--- src/rtl/acia_6850.sv ---
// MC6850-style ACIA: bus-visible control/status/data registers, async serial tx/rx with /1,/16,/64 bit timing.
// Optional ACIA_LOOPBACK_EN adds a loopback input routing internal tx into the receiver.
module acia_6850 #(
   parameter int unsigned RX_SYNC_STAGES = 2
) (
   input  logic       clk,
   input  logic       res,
   input  logic       clk_en,
   input  logic       cs,
   input  logic       rs,
   input  logic       rw,
   input  logic       e,
   input  logic [7:0] din,
   output logic [7:0] dout,
   output logic       irq,
   input  logic       rx,
   output logic       tx,
   output logic       rts_n
`ifdef ACIA_LOOPBACK_EN
   ,
   input  logic       loopback
`endif
);

   typedef enum logic [2:0] {T_IDLE, T_START, T_DATA, T_PARITY, T_STOP} tx_state_t;
   typedef enum logic [2:0] {R_IDLE, R_START, R_DATA, R_PARITY, R_STOP} rx_state_t;

   tx_state_t tx_state, tx_next;
   rx_state_t rx_state, rx_next;

   logic [7:0] cr, tdr, rdr, tx_shift, rx_shift, rx_data;
   logic       tdre, rdrf, fe, ovrn, pe;
   logic       mr, brk, data8, par_en, par_odd, stop2;
   logic [5:0] div_max, half_max, tx_div, rx_div;
   logic [2:0] tx_cnt, rx_cnt;
   logic       tx_tick, tx_load, tx_par, tx_stop_cnt, tx_int;
   logic       rx_tick, rx_done, rx_par, rx_perr, rx_in, rx_s, rx_prev;
   logic       wr_cr, wr_dr, rd_dr;
   logic [RX_SYNC_STAGES-1:0] rx_sync;

   assign mr      = (cr[1:0] == 2'b11);
   assign brk     = (cr[6:5] == 2'b11);
   assign data8   = cr[4];
   assign par_en  = ~(cr[4] & ~cr[3]);
   assign par_odd = cr[2];
   assign stop2   = ~cr[3] & ~(cr[4] & cr[2]);

   always_comb begin
      div_max  = 6'd63;
      half_max = 6'd31;
      case (cr[1:0])
         2'b00:   begin div_max = 6'd0;  half_max = 6'd0; end
         2'b01:   begin div_max = 6'd15; half_max = 6'd7; end
         default: begin div_max = 6'd63; half_max = 6'd31; end
      endcase
   end

   assign wr_cr = cs & e & ~rw & ~rs;
   assign wr_dr = cs & e & ~rw & rs;
   assign rd_dr = cs & e & rw & rs;

   always_ff @(posedge clk or posedge res) begin
      if (res) cr <= 8'h03;
      else if (wr_cr) cr <= din;
   end

   // ---------------- transmitter ----------------
   always_ff @(posedge clk or posedge res) begin
      if (res) tx_div <= '0;
      else if (mr) tx_div <= '0;
      else if (clk_en) tx_div <= (tx_div >= div_max) ? '0 : tx_div + 6'd1;
   end

   assign tx_tick = clk_en & ~mr & (tx_div >= div_max);
   assign tx_load = tx_tick & ~brk & ~tdre & (tx_state == T_IDLE);

   always_ff @(posedge clk or posedge res) begin
      if (res) tx_state <= T_IDLE;
      else tx_state <= tx_next;
   end

   always_comb begin
      tx_next = tx_state;
      if (mr || brk) tx_next = T_IDLE;
      else if (tx_tick) begin
         case (tx_state)
            T_IDLE:   if (!tdre) tx_next = T_START;
            T_START:  tx_next = T_DATA;
            T_DATA:   if (tx_cnt == (data8 ? 3'd7 : 3'd6)) tx_next = par_en ? T_PARITY : T_STOP;
            T_PARITY: tx_next = T_STOP;
            T_STOP:   if (!stop2 || tx_stop_cnt) tx_next = T_IDLE;
            default:  tx_next = T_IDLE;
         endcase
      end
   end

   always_ff @(posedge clk or posedge res) begin
      if (res) begin
         tx_shift    <= '0;
         tx_cnt      <= '0;
         tx_par      <= 1'b0;
         tx_stop_cnt <= 1'b0;
      end else if (tx_load) begin
         tx_shift    <= tdr;
         tx_par      <= (^(data8 ? tdr : {1'b0, tdr[6:0]})) ^ par_odd;
         tx_cnt      <= '0;
         tx_stop_cnt <= 1'b0;
      end else if (tx_tick) begin
         if (tx_state == T_DATA) begin
            tx_shift <= {1'b0, tx_shift[7:1]};
            tx_cnt   <= tx_cnt + 3'd1;
         end
         if (tx_state == T_STOP) tx_stop_cnt <= 1'b1;
      end
   end

   always_ff @(posedge clk or posedge res) begin
      if (res) begin
         tdr  <= '0;
         tdre <= 1'b1;
      end else begin
         if (wr_dr) tdr <= din;
         // a write landing on the load cycle keeps TDRE low: the new byte is still pending
         if (mr) tdre <= 1'b1;
         else if (wr_dr) tdre <= 1'b0;
         else if (tx_load) tdre <= 1'b1;
      end
   end

   always_comb begin
      tx_int = 1'b1;
      case (tx_state)
         T_START:  tx_int = 1'b0;
         T_DATA:   tx_int = tx_shift[0];
         T_PARITY: tx_int = tx_par;
         default:  tx_int = 1'b1;
      endcase
      if (brk) tx_int = 1'b0;
      if (mr) tx_int = 1'b1;
   end

`ifdef ACIA_LOOPBACK_EN
   assign tx    = loopback ? 1'b1 : tx_int;
   assign rx_in = loopback ? tx_int : rx;
`else
   assign tx    = tx_int;
   assign rx_in = rx;
`endif

   assign rts_n = mr | (cr[6:5] == 2'b10);

   // ---------------- receiver ----------------
   always_ff @(posedge clk or posedge res) begin
      if (res) begin
         rx_sync <= '1;
         rx_prev <= 1'b1;
      end else begin
         rx_sync <= {rx_sync[RX_SYNC_STAGES-2:0], rx_in};
         rx_prev <= rx_s;
      end
   end

   assign rx_s = rx_sync[RX_SYNC_STAGES-1];

   // START ticks at the half-bit point, later states at full-bit intervals from there
   assign rx_tick = clk_en & ((rx_state == R_START) ? (rx_div >= half_max) : (rx_div >= div_max));

   always_ff @(posedge clk or posedge res) begin
      if (res) rx_div <= '0;
      else if (rx_state == R_IDLE || rx_tick) rx_div <= '0;
      else if (clk_en) rx_div <= rx_div + 6'd1;
   end

   always_ff @(posedge clk or posedge res) begin
      if (res) rx_state <= R_IDLE;
      else rx_state <= rx_next;
   end

   always_comb begin
      rx_next = rx_state;
      if (mr) rx_next = R_IDLE;
      else begin
         case (rx_state)
            R_IDLE:   if (rx_prev && !rx_s) rx_next = R_START;
            R_START:  if (rx_tick) rx_next = (rx_s && cr[1:0] != 2'b00) ? R_IDLE : R_DATA;
            R_DATA:   if (rx_tick && rx_cnt == (data8 ? 3'd7 : 3'd6)) rx_next = par_en ? R_PARITY : R_STOP;
            R_PARITY: if (rx_tick) rx_next = R_STOP;
            R_STOP:   if (rx_tick) rx_next = R_IDLE;
            default:  rx_next = R_IDLE;
         endcase
      end
   end

   always_ff @(posedge clk or posedge res) begin
      if (res) begin
         rx_shift <= '0;
         rx_cnt   <= '0;
         rx_par   <= 1'b0;
      end else if (rx_state == R_START) begin
         rx_cnt <= '0;
      end else if (rx_tick) begin
         if (rx_state == R_DATA) begin
            rx_shift <= {rx_s, rx_shift[7:1]};
            rx_cnt   <= rx_cnt + 3'd1;
         end
         if (rx_state == R_PARITY) rx_par <= rx_s;
      end
   end

   assign rx_data = data8 ? rx_shift : {1'b0, rx_shift[7:1]};
   assign rx_perr = par_en & (rx_par != ((^rx_data) ^ par_odd));
   assign rx_done = rx_tick & ~mr & (rx_state == R_STOP);

   always_ff @(posedge clk or posedge res) begin
      if (res) begin
         rdr  <= '0;
         rdrf <= 1'b0;
         fe   <= 1'b0;
         ovrn <= 1'b0;
         pe   <= 1'b0;
      end else if (mr) begin
         rdrf <= 1'b0;
         fe   <= 1'b0;
         ovrn <= 1'b0;
         pe   <= 1'b0;
      end else begin
         if (rd_dr) begin
            rdrf <= 1'b0;
            ovrn <= 1'b0;
         end
         // a data read in the completion cycle frees the buffer before the new byte lands
         if (rx_done) begin
            if (!rdrf || rd_dr) begin
               rdr  <= rx_data;
               rdrf <= 1'b1;
               fe   <= ~rx_s;
               pe   <= rx_perr;
            end else begin
               ovrn <= 1'b1;
            end
         end
      end
   end

   always_ff @(posedge clk or posedge res) begin
      if (res) irq <= 1'b0;
      else irq <= (cr[7] & (rdrf | ovrn)) | ((cr[6:5] == 2'b01) & tdre);
   end

   assign dout = rs ? rdr : {irq, pe, ovrn, fe, 2'b00, tdre, rdrf};

endmodule

--- config.mk ---
export PLATFORM = sky130hd
export DESIGN_NAME = acia_6850
export DESIGN_NICKNAME = d
export VERILOG_FILES = /design/src/rtl/acia_6850.sv
export SDC_FILE = /design/constraint.sdc
export NUM_CORES = 1
export LEC_CHECK = 0
export BUFFER_PORTS_ARGS = -buffer_cell sky130_fd_sc_hd__buf_2
export CELL_PAD_IN_SITES_DETAIL_PLACEMENT = 1
export CELL_PAD_IN_SITES_GLOBAL_PLACEMENT = 2
export CORE_MARGIN = 4
export CORE_UTILIZATION = 37
export CTS_BUF_LIST = sky130_fd_sc_hd__clkbuf_2
export DETAILED_ROUTE_END_ITERATION = 8
export GPL_ROUTABILITY_DRIVEN = 0
export PLACE_DENSITY_LB_ADDON = 0.1
export SYNTH_ARGS = -nofsm -noshare
export SYNTH_HDL_FRONTEND = slang
export SYNTH_SLANG_ARGS = --single-unit
--- constraint.sdc ---
create_clock -name clk -period 2.41 [get_ports clk]
set_input_delay 0.1205 -clock clk [delete_from_list [all_inputs] [get_ports clk]]
set_output_delay 0.1205 -clock clk [all_outputs]
set_load 0.005 [all_outputs]
==> flow_summary.toml <==
[worst_setup_path]
worstPathArrival_ns = 2.91
cp-start-kind = "flop"
cp_top_family = "flip-flops"
path_depth = 9
r2r_setup_slack_ns = -0.02
r2r-end = "rx_cnt[2]$_DFFE_PP0P_"
ff2ff_path_depth = 9
required_ns = 2.90
cp_num_buf_inv = 3
crit_fanout = 5
slowest_stage = "dfstp_2"
worstReg2RegStart = "cr[1]$_DFFE_PP1P_"
max_stage_delay_ns = 0.65
crit_top_cell = "buf_4"
crit_type = "reg2reg"
worst_setup_path_end_kind = "flop"
path_cells = "inv_2 > ha_4 > a211oi_2 > and2_4 > o22a_4 > buf_4 > buf_4 > or4_4 > a21oi_2"

[pwr]
report.power.total_mw = 4.13
power_density_mw_per_mm2 = 808
peakVddDrop_uv = 417
swShare_pct = 35.6
clockPowerShare_pct = 20.0
pwr-share-comb_pct = 37.3
netSwitchingPower_mw = 1.47
power.leakage_nw = 2.42
seq_power_share_pct = 42.7
p_int_mw = 2.66

[synthesis]
async_flop_share_pct = 100
syn_avg_cell_area_sq_um = 10.3
yosysWarnings = 0
ys_types = 59
synthesis.nets = 428
ys_ff_latch = 76
synthCells = 401
syn_area_sq_mm = 0.00412
synth_edf_count = 0
ys_seq_area_share_pct = 46.4
synth_ff_type = "dfrtp_1"

[route]
wire_per_inst_um = 17.3
drc = 0
dr_total_vias = 3278
via_per_inst = 5.30
drt-initial-drc-count = 100
dr.pass1.iters = 4
wl_um = 10700
ant_nets = 0

[finish]
final_nets = 501
fin_cells = 619
antenna_cells = 0
n_fill_cell = 1240
syn_to_final_growth_pct = 24.2
fin_util_pct = 47.1
layout-drive-gt1-share_pct = 30.7

[clock_network]
clock-sinks = 76
htreeDepth = 3
clkTransAtPathRegs_ns = 0.22
numCtsBuffers = 9
clock_path_buffers = 2
cts_tree = "built"
clk_latency_ns = 0.56
clock-root-buffer = "clkbuf_2"

[die]
die_y_um = 113
ioPinCount = 27
initial_core_util_pct = 38.0
die_w_um = 113
die_area_sq_mm = 0.0129
placementRows = 38
design.core.area_sq_mm = 0.0108

[global_routing]
grt_overflow = 0
grt_pass1_wl_um = 18400
antenna_found_initial = 0
grt_max_degree = 47
first_global_vias = 3548
grt_use_total_pct = 18.1

[hold_path]
min_to = "ovrn$_DFF_PP0_"
worstHoldStart = "rs"
holdPathStages = 3
min_path_type = "in2reg"

[placed_design]
place_hpwl_um = 7540
dp.cells = 579
dp_slack_ns = -0.157
io_buffers = 26

[sta]
rsz0062_at_grt = "true"
finalCritPeriodShare_pct = 101
final-hold-violation-count = 0
setup_slack_ns = -0.0161
post-route-min-period_ns = 2.43
max-slew-margin-rel_pct = 55.9
skew_ns = 0.0213
finalSetupViolations = 1
tightest_slew_ns = 0.661
max_freq_mhz = 412
maxSlewViolCount = 0

[status]
outcome = "complete, but fails checks"
violations = "negative setup slack"

[flow_run]
maxCapViolations = 0
[logic make-up after synthesis]
family,after synthesis,share of synthesized area [%]
xor+xnor,21,4.80
flops,76,46.4
buf+inv,27,2.92
simple gates,142,17.7
mux,42,11.2
compound gates,82,13.6
fa+ha+maj,11,3.34
[per-layer routing]
metal  wire length [um]  vias up  track usage (%)  part of all wire (%)
met4                159        0             6.01                   1.5
met2               5210       25             30.0                    49
met1               5150     1649             24.0                    48
li1                   -     1591                -                     -
met5                  0        -                0                     0
met3                180       13             2.86                   1.7
[layout make-up]
class                           count  area, sq um  share of cell area (%)
Multi-Input combinational cell    298         2220                    43.5
Tap cell                          140          175                    3.43
Clock inverter                      5         77.6                    1.52
Inverter                           11         45.0                   0.881
Clock buffer                       11         55.1                    1.08
Sequential cell                    76         1910                    37.4
Timing Repair Buffer               78          624                    12.2
[stage by stage]
step / hold WS (ns) / TNS (ns) / cell area [sq um]
global route: 0.0671 / -0.539 / 5110
CTS: 0.0396 / -0.00569 / 4970
finish: 0.0711 / -0.0161 / 5110
global placement: 0.191 / -0.0650 / 4610
floorplan: 0.125 / -0.148 / 4150
detailed placement: 0.207 / -2.30 / 4610
[synthesized netlist by cell type, types with 6 or more instances]
master     n  area share (%)
dfrtp_1   70              43
and2_1     7             1.1
nand3_1   10             1.2
a21o_1     7             1.3
a21oi_1   12             1.5
ha_1      11             3.3
mux2_2    33             9.0
nand2_1   62             5.7
nor2_1    14             1.3
xor2_1     6             1.3
nor3_1     6            0.73
and3_1    12             1.8
xnor2_1   14             3.0
o21ai_0   23             2.8
mux2i_1    8             1.9
dfstp_2    6             3.8
inv_1     10            0.91
clkbuf_1  10            0.91
a211oi_1   7             1.3
a221o_1    8             1.9
[power by group through the flow]
stage               logic, mW  registers [mW]  clock network, mW
CTS                      1.48            1.76              0.870
global route             1.73            1.80              0.920
global placement         1.29            1.77                  0
finish                   1.54            1.76              0.824
floorplan               0.971            1.68                  0
detailed placement       1.34            1.78                  0
[layout by cell type, fill, tap and decap left out, types with 3 or more instances in the layout]
| cell | netlist | layout |
|---|---|---|
| a211oi_1 | 7 | 4 |
| a211oi_2 | 0 | 3 |
| a21o_1 | 7 | 7 |
| a21oi_1 | 12 | 8 |
| a21oi_2 | 0 | 4 |
| a221o_1 | 8 | 8 |
| and2_1 | 7 | 5 |
| and3_1 | 12 | 12 |
| buf_12 | 0 | 5 |
| buf_2 | 2 | 26 |
| buf_4 | 0 | 31 |
| clkbuf_2 | 1 | 11 |
| dfrtp_1 | 70 | 70 |
| dfstp_2 | 6 | 6 |
| dlygate4sd3_1 | 0 | 15 |
| ha_1 | 11 | 8 |
| ha_4 | 0 | 3 |
| inv_1 | 10 | 7 |
| mux2_2 | 33 | 31 |
| mux2i_1 | 8 | 8 |
| nand2_1 | 62 | 62 |
| nand2b_1 | 4 | 4 |
| nand3_1 | 10 | 10 |
| nand4_1 | 4 | 4 |
| nor2_1 | 14 | 13 |
| nor2b_1 | 3 | 3 |
| nor3_1 | 6 | 5 |
| nor3b_1 | 3 | 3 |
| o211ai_1 | 3 | 3 |
| o21ai_0 | 23 | 22 |
| o31ai_1 | 3 | 3 |
| xnor2_1 | 14 | 14 |
| xor2_1 | 6 | 6 |
[how the worst max path moves through the flow]
stage                      startpoint  slack (ns)                      end
floorplan           cr[1]$_DFFE_PP1P_       -0.03  rx_shift[0]$_DFFE_PP0P_
global placement    cr[1]$_DFFE_PP1P_       -0.03  rx_shift[7]$_DFFE_PP0P_
detailed placement  cr[1]$_DFFE_PP1P_       -0.16  tx_shift[0]$_DFFE_PP0P_
CTS                 cr[1]$_DFFE_PP1P_      -0.006       rdr[4]$_DFFE_PP0P_
global route        cr[1]$_DFFE_PP1P_       -0.08    rx_cnt[2]$_DFFE_PP0P_
finish              cr[1]$_DFFE_PP1P_       -0.02    rx_cnt[2]$_DFFE_PP0P_
[worst min-delay path: stages]
cell and delay [ns]:
buf_2 0.18, nand4_1 0.14, o211a_1 0.16
[state kept, by name (all words and copies together), names as in the netlist, 2 cells and up]
name      flops
cr            8
rdr           8
rx_shift      8
tdr           8
tx_shift      8
rx_div        6
tx_div        6
rx_cnt        3
rx_state      3
tx_cnt        3
tx_state      3
rx_sync       2
[timing repair]
| action | in CTS | in global routing |
|---|---|---|
| buffers inserted | 2 | 7 |
| resized for setup | 11 | 14 |
| pin swaps | 2 | 7 |
| hold buffers | 15 | 0 |
| setup endpoints to repair | 33 | 37 |
| endpoints found under the hold margin | 53 | 0 |
Note: power is estimated with default switching activity, not from simulation.
